$ cat config.mk
export PLATFORM = sky130hd
export DESIGN_NAME = dds_phase_gen
export DESIGN_NICKNAME = d
export VERILOG_FILES = /design/src/rtl/dds_pkg.sv /design/src/rtl/dds_cfg_shadow.sv /design/src/rtl/dds_phase_gen.sv
export SDC_FILE = /design/constraint.sdc
export NUM_CORES = 1
export LEC_CHECK = 0
export ABC_AREA = 1
export CAP_MARGIN = 20
export CORE_MARGIN = 2
export CORE_UTILIZATION = 30
export CTS_BUF_LIST = sky130_fd_sc_hd__clkbuf_8
export CTS_CLUSTER_DIAMETER = 150
export DETAILED_ROUTE_END_ITERATION = 6
export MAX_ROUTING_LAYER = met4
export PLACE_DENSITY = 0.53
export SLEW_MARGIN = 30
export SYNTH_ARGS = -nofsm -noshare
export SYNTH_HDL_FRONTEND = slang
export SYNTH_HIERARCHICAL = 1
export SYNTH_SLANG_ARGS = --single-unit
$ cat constraint.sdc
create_clock -name clk -period 17.71 [get_ports clk]
set_input_delay 1.771 -clock clk [delete_from_list [all_inputs] [get_ports clk]]
set_output_delay 1.771 -clock clk [all_outputs]
set_load 0.05 [all_outputs]
$ cat src/rtl/dds_pkg.sv
// Shared constants, register map, commit FSM states and LFSR helpers for the
// DDS phase generator.
package dds_pkg;

  localparam int ACC_W_DEF  = 32;
  localparam int ADDR_W_DEF = 12;
  localparam int NCH_DEF    = 4;

  localparam logic [2:0] REG_FTW  = 3'd0;
  localparam logic [2:0] REG_OFS0 = 3'd1;
  localparam logic [2:0] REG_CTRL = 3'd5;

  localparam int CTRL_EN_BIT  = 0;
  localparam int CTRL_CLR_BIT = 1;

  typedef enum logic [1:0] {
    IDLE    = 2'd0,
    PENDING = 2'd1,
    APPLY   = 2'd2
  } dds_state_e;

  // x^16 + x^14 + x^13 + x^11 + 1 in right-shifting Fibonacci form (taps 0,2,3,5)
  localparam logic [15:0] LFSR_SEED = 16'hACE1;
  localparam logic [15:0] LFSR_TAPS = 16'h002D;

  function automatic logic [15:0] lfsr_next(input logic [15:0] cur);
    return {^(cur & LFSR_TAPS), cur[15:1]};
  endfunction

endpackage

$ cat src/rtl/dds_cfg_shadow.sv
// Shadow register bank, config write handshake and commit FSM. Writes only
// touch the shadow copy; the active copy is loaded in one shot on APPLY so
// every channel changes on the same clock edge.
module dds_cfg_shadow
  import dds_pkg::*;
#(
  parameter int               ACC_W       = ACC_W_DEF,
  parameter int               NCH         = NCH_DEF,
  parameter logic [ACC_W-1:0] DEF_FTW     = ACC_W'(32'h0100_0000),
  parameter bit               DEF_EN      = 1'b1,
  parameter bit               SYNC_COMMIT = 1'b1
) (
  input  logic                 clk,
  input  logic                 rst,
  input  logic                 cfg_valid,
  output logic                 cfg_ready,
  input  logic [2:0]           cfg_addr,
  input  logic [ACC_W-1:0]     cfg_data,
  input  logic                 commit,
  input  logic                 wrap,
  output logic                 busy,
  output logic [ACC_W-1:0]     act_ftw,
  output logic [NCH*ACC_W-1:0] act_ofs,
  output logic                 act_en,
  output logic                 apply_clr
);

  dds_state_e state_q, state_d;

  logic [ACC_W-1:0]     shd_ftw_q, shd_ftw_d;
  logic [NCH*ACC_W-1:0] shd_ofs_q, shd_ofs_d;
  logic                 shd_en_q, shd_en_d;
  logic                 shd_clr_q, shd_clr_d;
  logic [ACC_W-1:0]     act_ftw_q, act_ftw_d;
  logic [NCH*ACC_W-1:0] act_ofs_q, act_ofs_d;
  logic                 act_en_q, act_en_d;
  logic                 wr_en;

  assign cfg_ready = (state_q == IDLE) && !rst;
  assign wr_en     = cfg_valid && cfg_ready;
  assign busy      = (state_q != IDLE);
  assign apply_clr = (state_q == APPLY) && shd_clr_q;
  assign act_ftw   = act_ftw_q;
  assign act_ofs   = act_ofs_q;
  assign act_en    = act_en_q;

  // Commit sequencing: wait for a wrap (or go straight through) then apply for one cycle
  always_comb begin
    state_d = state_q;
    unique case (state_q)
      IDLE:    if (commit) state_d = PENDING;
      PENDING: if (!SYNC_COMMIT || wrap || !act_en_q) state_d = APPLY;
      APPLY:   state_d = IDLE;
      default: state_d = IDLE;
    endcase
  end

  // Shadow writes from the config port and shadow-to-active transfer on APPLY
  always_comb begin
    shd_ftw_d = shd_ftw_q;
    shd_ofs_d = shd_ofs_q;
    shd_en_d  = shd_en_q;
    shd_clr_d = shd_clr_q;
    act_ftw_d = act_ftw_q;
    act_ofs_d = act_ofs_q;
    act_en_d  = act_en_q;
    if (wr_en) begin
      if (cfg_addr == REG_FTW) shd_ftw_d = cfg_data;
      if (cfg_addr == REG_CTRL) begin
        shd_en_d  = cfg_data[CTRL_EN_BIT];
        shd_clr_d = cfg_data[CTRL_CLR_BIT];
      end
      for (int k = 0; k < NCH; k++) begin
        if (int'(cfg_addr) == int'(REG_OFS0) + k) shd_ofs_d[k*ACC_W +: ACC_W] = cfg_data;
      end
    end
    if (state_q == APPLY) begin
      act_ftw_d = shd_ftw_q;
      act_ofs_d = shd_ofs_q;
      act_en_d  = shd_en_q;
      shd_clr_d = 1'b0;
    end
  end

  // State and register bank flops; reset abandons any pending commit
  always_ff @(posedge clk or posedge rst) begin
    if (rst) begin
      state_q   <= IDLE;
      shd_ftw_q <= DEF_FTW;
      shd_ofs_q <= '0;
      shd_en_q  <= DEF_EN;
      shd_clr_q <= 1'b0;
      act_ftw_q <= DEF_FTW;
      act_ofs_q <= '0;
      act_en_q  <= DEF_EN;
    end else begin
      state_q   <= state_d;
      shd_ftw_q <= shd_ftw_d;
      shd_ofs_q <= shd_ofs_d;
      shd_en_q  <= shd_en_d;
      shd_clr_q <= shd_clr_d;
      act_ftw_q <= act_ftw_d;
      act_ofs_q <= act_ofs_d;
      act_en_q  <= act_en_d;
    end
  end

endmodule

$ cat src/rtl/dds_phase_gen.sv
// DDS phase generator: 32-bit phase accumulator plus per-channel offsets,
// truncated to LUT addresses for the four-channel sine lookup.
// Optional macro DDS_PHASE_DITHER_EN adds a shared LFSR dither below the
// truncation point; without it the phase is plainly truncated.
module dds_phase_gen
  import dds_pkg::*;
#(
  parameter int               ACC_W       = ACC_W_DEF,
  parameter int               ADDR_W      = ADDR_W_DEF,
  parameter int               NCH         = NCH_DEF,
  parameter logic [ACC_W-1:0] DEF_FTW     = ACC_W'(32'h0100_0000),
  parameter bit               DEF_EN      = 1'b1,
  parameter bit               SYNC_COMMIT = 1'b1
) (
  input  logic                  clk,
  input  logic                  rst,
  input  logic                  cfg_valid,
  output logic                  cfg_ready,
  input  logic [2:0]            cfg_addr,
  input  logic [ACC_W-1:0]      cfg_data,
  input  logic                  commit,
  output logic                  busy,
  output logic                  wrap,
  output logic                  ph_valid,
  output logic [NCH*ADDR_W-1:0] ph_out
);

  logic [ACC_W-1:0]      act_ftw;
  logic [NCH*ACC_W-1:0]  act_ofs;
  logic                  act_en;
  logic                  apply_clr;

  logic [ACC_W-1:0]      acc_q, acc_d;
  logic                  wrap_q, wrap_d;
  logic [NCH*ADDR_W-1:0] ph_out_q, ph_out_d;
  logic                  ph_valid_q, ph_valid_d;
  logic [ACC_W:0]        acc_sum;
  logic [ACC_W-1:0]      phase_k;
  logic [ACC_W-1:0]      dither;

  dds_cfg_shadow #(
    .ACC_W       (ACC_W),
    .NCH         (NCH),
    .DEF_FTW     (DEF_FTW),
    .DEF_EN      (DEF_EN),
    .SYNC_COMMIT (SYNC_COMMIT)
  ) u_cfg (
    .clk       (clk),
    .rst       (rst),
    .cfg_valid (cfg_valid),
    .cfg_ready (cfg_ready),
    .cfg_addr  (cfg_addr),
    .cfg_data  (cfg_data),
    .commit    (commit),
    .wrap      (wrap_q),
    .busy      (busy),
    .act_ftw   (act_ftw),
    .act_ofs   (act_ofs),
    .act_en    (act_en),
    .apply_clr (apply_clr)
  );

`ifdef DDS_PHASE_DITHER_EN
  localparam int DITH_W = ((ACC_W - ADDR_W) < 16) ? (ACC_W - ADDR_W) : 16;

  logic [15:0] lfsr_q, lfsr_d;

  // Dither LFSR advances only while the accumulator is running
  always_comb begin
    lfsr_d = act_en ? lfsr_next(lfsr_q) : lfsr_q;
  end

  // Dither LFSR state
  always_ff @(posedge clk or posedge rst) begin
    if (rst) lfsr_q <= LFSR_SEED;
    else     lfsr_q <= lfsr_d;
  end

  assign dither = {{(ACC_W-DITH_W){1'b0}}, lfsr_q[DITH_W-1:0]};
`else
  assign dither = '0;
`endif

  // Accumulator step: clear on a commit that requests it, otherwise advance when enabled
  always_comb begin
    acc_sum = {1'b0, acc_q} + {1'b0, act_ftw};
    acc_d   = acc_q;
    wrap_d  = 1'b0;
    if (apply_clr) begin
      acc_d = '0;
    end else if (act_en) begin
      acc_d  = acc_sum[ACC_W-1:0];
      wrap_d = acc_sum[ACC_W];
    end
  end

  // Per-channel phase: accumulator plus offset, truncated to the LUT address
  always_comb begin
    ph_out_d   = '0;
    phase_k    = '0;
    ph_valid_d = act_en;
    for (int k = 0; k < NCH; k++) begin
      phase_k = acc_q + act_ofs[k*ACC_W +: ACC_W] + dither;
      ph_out_d[k*ADDR_W +: ADDR_W] = phase_k[ACC_W-1 -: ADDR_W];
    end
  end

  // Accumulator and output registers
  always_ff @(posedge clk or posedge rst) begin
    if (rst) begin
      acc_q      <= '0;
      wrap_q     <= 1'b0;
      ph_out_q   <= '0;
      ph_valid_q <= 1'b0;
    end else begin
      acc_q      <= acc_d;
      wrap_q     <= wrap_d;
      ph_out_q   <= ph_out_d;
      ph_valid_q <= ph_valid_d;
    end
  end

  assign wrap     = wrap_q;
  assign ph_out   = ph_out_q;
  assign ph_valid = ph_valid_q;

endmodule

==> results of run 1 <==
flip-flops by register name, summed over array words and instances (netlist names):
register         flops
u_cfg/shd_ofs_q    128
acc_q               32
u_cfg/state_q        2
ph_out              48
u_cfg/shd_clr_q      1
u_cfg/shd_ftw_q     32
u_cfg/shd_en_q       1
ph_valid             1
wrap                 1
u_cfg/act_ofs      128
u_cfg/act_en         1
u_cfg/act_ftw       32
critical path: stages:
cell,delay [ns]
clkdlybuf4s50_1,0.56
nor2_1,0.15
clkdlybuf4s50_1,0.81
cell families after synthesis:
kind of cell | Yosys count
XOR/XNOR | 6
buffers and inverters | 500
AND/OR/NAND/NOR | 1498
flip-flops | 407
adder cells (fa/ha/maj) | 153
AO/OA/AOI/OAI | 640
final cells by class:
cell class              count  area, sq um
flip-flops and latches    407        10190
well taps                1060         1326
fillers                  8590        52600
inverters                 429         1620
clock buffers              91         1252
repair buffers            104         1080
clock inverters            37        226.5
multi-input cells        2297        11990
per-stage QoR:
stage | util | instance area (sq um) | hold slack, ns | worst slack (ns) | std cells
floorplan | - | 24280 | 0.4154 | 6.665 | 3204
global placement | 0.3250 | 26090 | 0.4588 | 12.64 | 4292
detailed placement | 0.3260 | 26170 | 0.4571 | 12.64 | 4296
CTS | 0.3444 | 27650 | 0.4622 | 12.64 | 4424
global route | 0.3448 | 27680 | 0.4755 | 12.60 | 4425
finish | 0.3448 | 27680 | 0.4677 | 12.65 | 4425
layout by cell type (no fill, tap or decap), types with 10 or more instances in the layout:
cell type	instances
a21o_1	16
a21oi_1	173
clkbuf_8	91
clkdlybuf4s50_1	90
dfrtp_1	403
ha_1	152
inv_1	449
nand2_1	1061
nand2_2	13
nand3_1	134
nand4_1	11
nor2_1	203
nor2_2	10
nor3_1	30
o21ai_0	256
o21ai_1	20
o21ai_2	140
o21bai_1	19
layer usage:
metal	routed length [microns]	GRT usage
met1	38340	0.2828
met2	31750	0.2676
met3	4669	0.02891
met4	1307	0.04443
met5	0	-
worst min path at each step:
stage	to	slack [ns]	depth (start not counted)
floorplan	ph_valid	0.42	0
global placement	ph_valid	0.46	0
detailed placement	ph_valid	0.46	0
CTS	ph_valid	0.46	0
global route	ph_valid	0.48	0
finish	ph_valid	0.47	0
==> impl_metrics.toml, run 1 <==
[run_status]
outcome = "complete, no violations"

[timing]
period_needed_ns = 5.062
final_max_slew_viol_count = 0
max_freq_mhz = 197.5
skew_ns = 0.03393
rsz0062_at_grt = "no"
tns_ns = 0
max_slew.worst_pin.slew_ns = 0.9195
relSlewSlack = 0.3805
period_share = 0.2858
setup_violations = 0
hold_viol = 0

[placement]
numPortBuffers = 90
dpl.hpwl_mm = 57.99
place_congestion = 0.9433

[logic_synthesis]
synthTopCellsByArea = "dfrtp_1 42%, nand2_1 16%, ha_1 7.8%, inv_1 6.6%, o21ai_0 5.3%"
synth_largest_area_cell = "dfrtp_1"
yosysMostFrequentCell = "nand2_1"
synth.distinct_cells = 46
synth_edf_count = 0
avgSynthCellArea_sq_um = 7.578
syn_nets = 3396
ys.flop_type = "dfrtp_1"
synth_commonest_cells = "1061 x nand2_1, 427 x inv_1, 403 x dfrtp_1, 256 x o21ai_0, 204 x nor2_1"
netlist_instances = 3204
synth_top_area_frac = 0.4153
synth_adder_area_share = 0.07915
synth_top_family_by_area = "simple AND/OR/NAND/NOR gates"
synth-xor-area-share = 0.002164
synthMuxAreaShare = 0
synth-simple-area-share = 0.2526
synth_warnings = 6
synth.yosys.seq_area_share = 0.4197
postSynth.asyncResetShare = 1.000
synth_area_sq_um = 24280
synth-compound-area-share = 0.1590
ys_ff_latch = 407

[hold_path]
hp-start = "u_cfg/act_en"
min_path_type = "reg2reg"

[worst_setup_path]
startpoint_type = "primary input"
r2r_cells = 8
worstReg2RegStart = "acc_q[12]"
r2r-end = "ph_out[14]"
reg2reg_slack_ns = 15.00
cp-endpoint = "cfg_ready"
cp-end-kind = "output pin"
arrival_ns = 3.29
required_ns = 15.94
crit_type = "in2out"
cp_max_fo = 3
startpoint = "rst"

[cts]
cts_resized = 0
numCtsBuffers = 75
clock_latency_ns = 0.66
path_clk_slew_ns = 0.06
cts_setup_buffers = 0
cts.sinks = 407
clockBufferDepth = 3
htreeDepth = 3
cts_root_buffer = "clkbuf_8"
postCtsHoldBufs = 0
cts_tree = "done"

[cells_and_area]
fin_nets = 3506
layout-drive-gt1-share = 0.09123
area_growth_pct = 14.02
n_antenna_cell = 0

[global_route]
grt_pass1_vias = 19050
grt_max_degree = 125
grt-ovfl-total = 0
grt_usage = 0.1900
antenna_found_initial = 1
grt_pass1_wl_mm = 116.4

[route]
wire_per_inst_microns = 17.19
dr.pass1.iters = 5
vias = 20710
postRouteAntennaNets = 0
drc = 0
first_iter_violations = 1719
viasPerCell = 4.680
drt-total-wl_mm = 76.07

[floorplanning]
die_x_microns = 288.5
die_h_microns = 288.5
ios = 91
rows = 104
die_area_sq_um = 83230
start_util = 0.3024
core_sq_um = 80290

[run]
cap_violations = 0
Power of run 1 is not shown: default switching activity piles up to over one toggle a cycle in this logic, so the estimate is an artifact.
==> run 2: changes to the inputs <==
--- a/config.mk
+++ b/config.mk
@@ -13,7 +13,7 @@
 export CTS_CLUSTER_DIAMETER = 150
 export DETAILED_ROUTE_END_ITERATION = 6
 export MAX_ROUTING_LAYER = met4
-export PLACE_DENSITY = 0.53
+export PLACE_DENSITY = 0.55
 export SLEW_MARGIN = 30
 export SYNTH_ARGS = -nofsm -noshare
 export SYNTH_HDL_FRONTEND = slang
==> constraint.sdc (replaced) <==
create_clock -name clk -period 4.3 [get_ports clk]
set_input_delay 0.43 -clock clk [delete_from_list [all_inputs] [get_ports clk]]
set_output_delay 0.43 -clock clk [all_outputs]
set_load 0.05 [all_outputs]
==> run 2 against run 1 <==
Against the previous run:
- global-route usage is 0.18 points higher
- worst setup slack got worse by 11 ns
- first-iteration DRC count up 3.9%
- cell area grew 0.76%
- worst hold slack worse by 0.14 ns
- cell count rose by 0.36%
- die area is the same
- sequential cell count unchanged
- critical endpoint unchanged
- critical path type is now reg2out
- non-clock buffer count is 3 higher
- sequential share of layout area fell by 0.28 points
- clock skew grew 0.0095 ns
==> impl_metrics.toml, run 2 (synthesized netlist as in run 1, its figures left out) <==
[timing]
skew_ns = 0.04340
relSlewSlack = 0.3833
period_share = 0.6652
tns_ns = 0
max_freq_mhz = 349.6
hold_ws_ns = 0.3230
final_max_slew_viol_count = 0
setup_violations = 0
hold_viol = 0
rsz0062_at_grt = "no"
max_slew.worst_pin.slew_ns = 0.9250
period_needed_ns = 2.860

[hold_path]
holdPathStages = 3
min_path_type = "in2reg"
hold_end = "u_cfg/state_q[0]"
hp-start = "commit"

[cells_and_area]
layout-drive-gt1-share = 0.09446
layout.cells.non_filler = 4441
final_common_cell = "nand2_1"
stdcell_area_sq_um = 27900
fin_nets = 3509
layout_common_cells = "1061 x nand2_1, 449 x inv_1, 403 x dfrtp_1"
area_growth_pct = 14.89

[worst_setup_path]
worstReg2RegStart = "acc_q[23]"
required_ns = 3.87
reg2reg_slack_ns = 1.60
cp_max_fo = 4
arrival_ns = 2.43
r2r_cells = 9
startpoint_type = "flip-flop"
cp-end-kind = "output pin"
crit_type = "reg2out"
r2r-end = "wrap"

[floorplanning]
ios = 91
start_util = 0.3024
die_h_microns = 288.5
rows = 104
die_x_microns = 288.5
die_area_sq_um = 83230
core_sq_um = 80290

[cts]
postCtsHoldBufs = 0
cts_setup_buffers = 0
cts_root_buffer = "clkbuf_8"
numCtsBuffers = 75
clockBufferDepth = 3
cts_tree = "done"
htreeDepth = 3
cts_resized = 0
clock_latency_ns = 0.68
path_clk_slew_ns = 0.06
cts.sinks = 407

[route]
drt-total-wl_mm = 76.75
drc = 0
postRouteAntennaNets = 0
dr.pass1.iters = 5
first_iter_violations = 1786
vias = 20604
viasPerCell = 4.639
wire_per_inst_microns = 17.28

[global_route]
grt-ovfl-total = 0
grt_usage = 0.1918
antenna_found_initial = 3
grt_max_degree = 165
grt_pass1_vias = 19384
grt_pass1_wl_mm = 117.1

[placement]
dpl_cell_area_sq_um = 26180
numPortBuffers = 90
place_congestion = 0.9392
placedCellCount = 4298
dpl.hpwl_mm = 58.10

[run_status]
outcome = "complete, no violations"

[run]
cap_violations = 0
## run 2: changes by cell type in the layout (fill, tap and decap cells not counted), sizes merged, moves of 3 or more
cell	previous run	this run
bufinv	2	7
diode	0	4
buf	14	17
clkinvlp	4	7
## run 2: critical path: stages, from the launching register on
cell             delay, ns
dfrtp_1               0.48
nor2_4                0.29
inv_1                 0.09
nor2_1                0.10
clkdlybuf4s50_1       0.81
## run 2: how the worst max path moves through the flow
stage | startpoint | endpoint | slack (ns) | cells after the start
floorplan | rst | u_cfg/shd_ftw_q[10] | -2.74 | 6
global route | u_cfg/state_q[1] | cfg_ready | 1.36 | 4
CTS | u_cfg/state_q[1] | cfg_ready | 1.37 | 4
finish | u_cfg/state_q[1] | cfg_ready | 1.44 | 4
global placement | rst | u_cfg/shd_ofs_q[31] | 1.59 | 5
detailed placement | rst | u_cfg/act_ofs[29] | 1.57 | 4
## run 2: area by class of cell
cell class | instances | area [sq um]
tap | 1060 | 1326
multi-input combinational | 2297 | 11980
sequential | 407 | 10190
clock buffer | 92 | 1266
timing repair buffer | 107 | 1107
antenna | 4 | 10.01
inverter | 429 | 1619
fill | 8504 | 52390
clock inverter | 45 | 392.9
## run 2: routing by layer
layer,vias to the layer above,share of wire,global-route usage
li1,10538,-,-
met1,9487,0.49,0.2663
met2,507,0.44,0.2838
met3,72,0.060,0.03799
met4,0,0.018,0.05130
met5,-,0,-
## run 2: stage by stage
step           worst slack, ns    util
2_1_floorplan           -2.742       -
5_1_grt                  1.362  0.3474
6_report                 1.440  0.3474
4_1_cts                  1.370  0.3467
3_5_place_dp             1.573  0.3261
3_3_place_gp             1.592  0.3253
Power of run 2 is left out for the same reason.
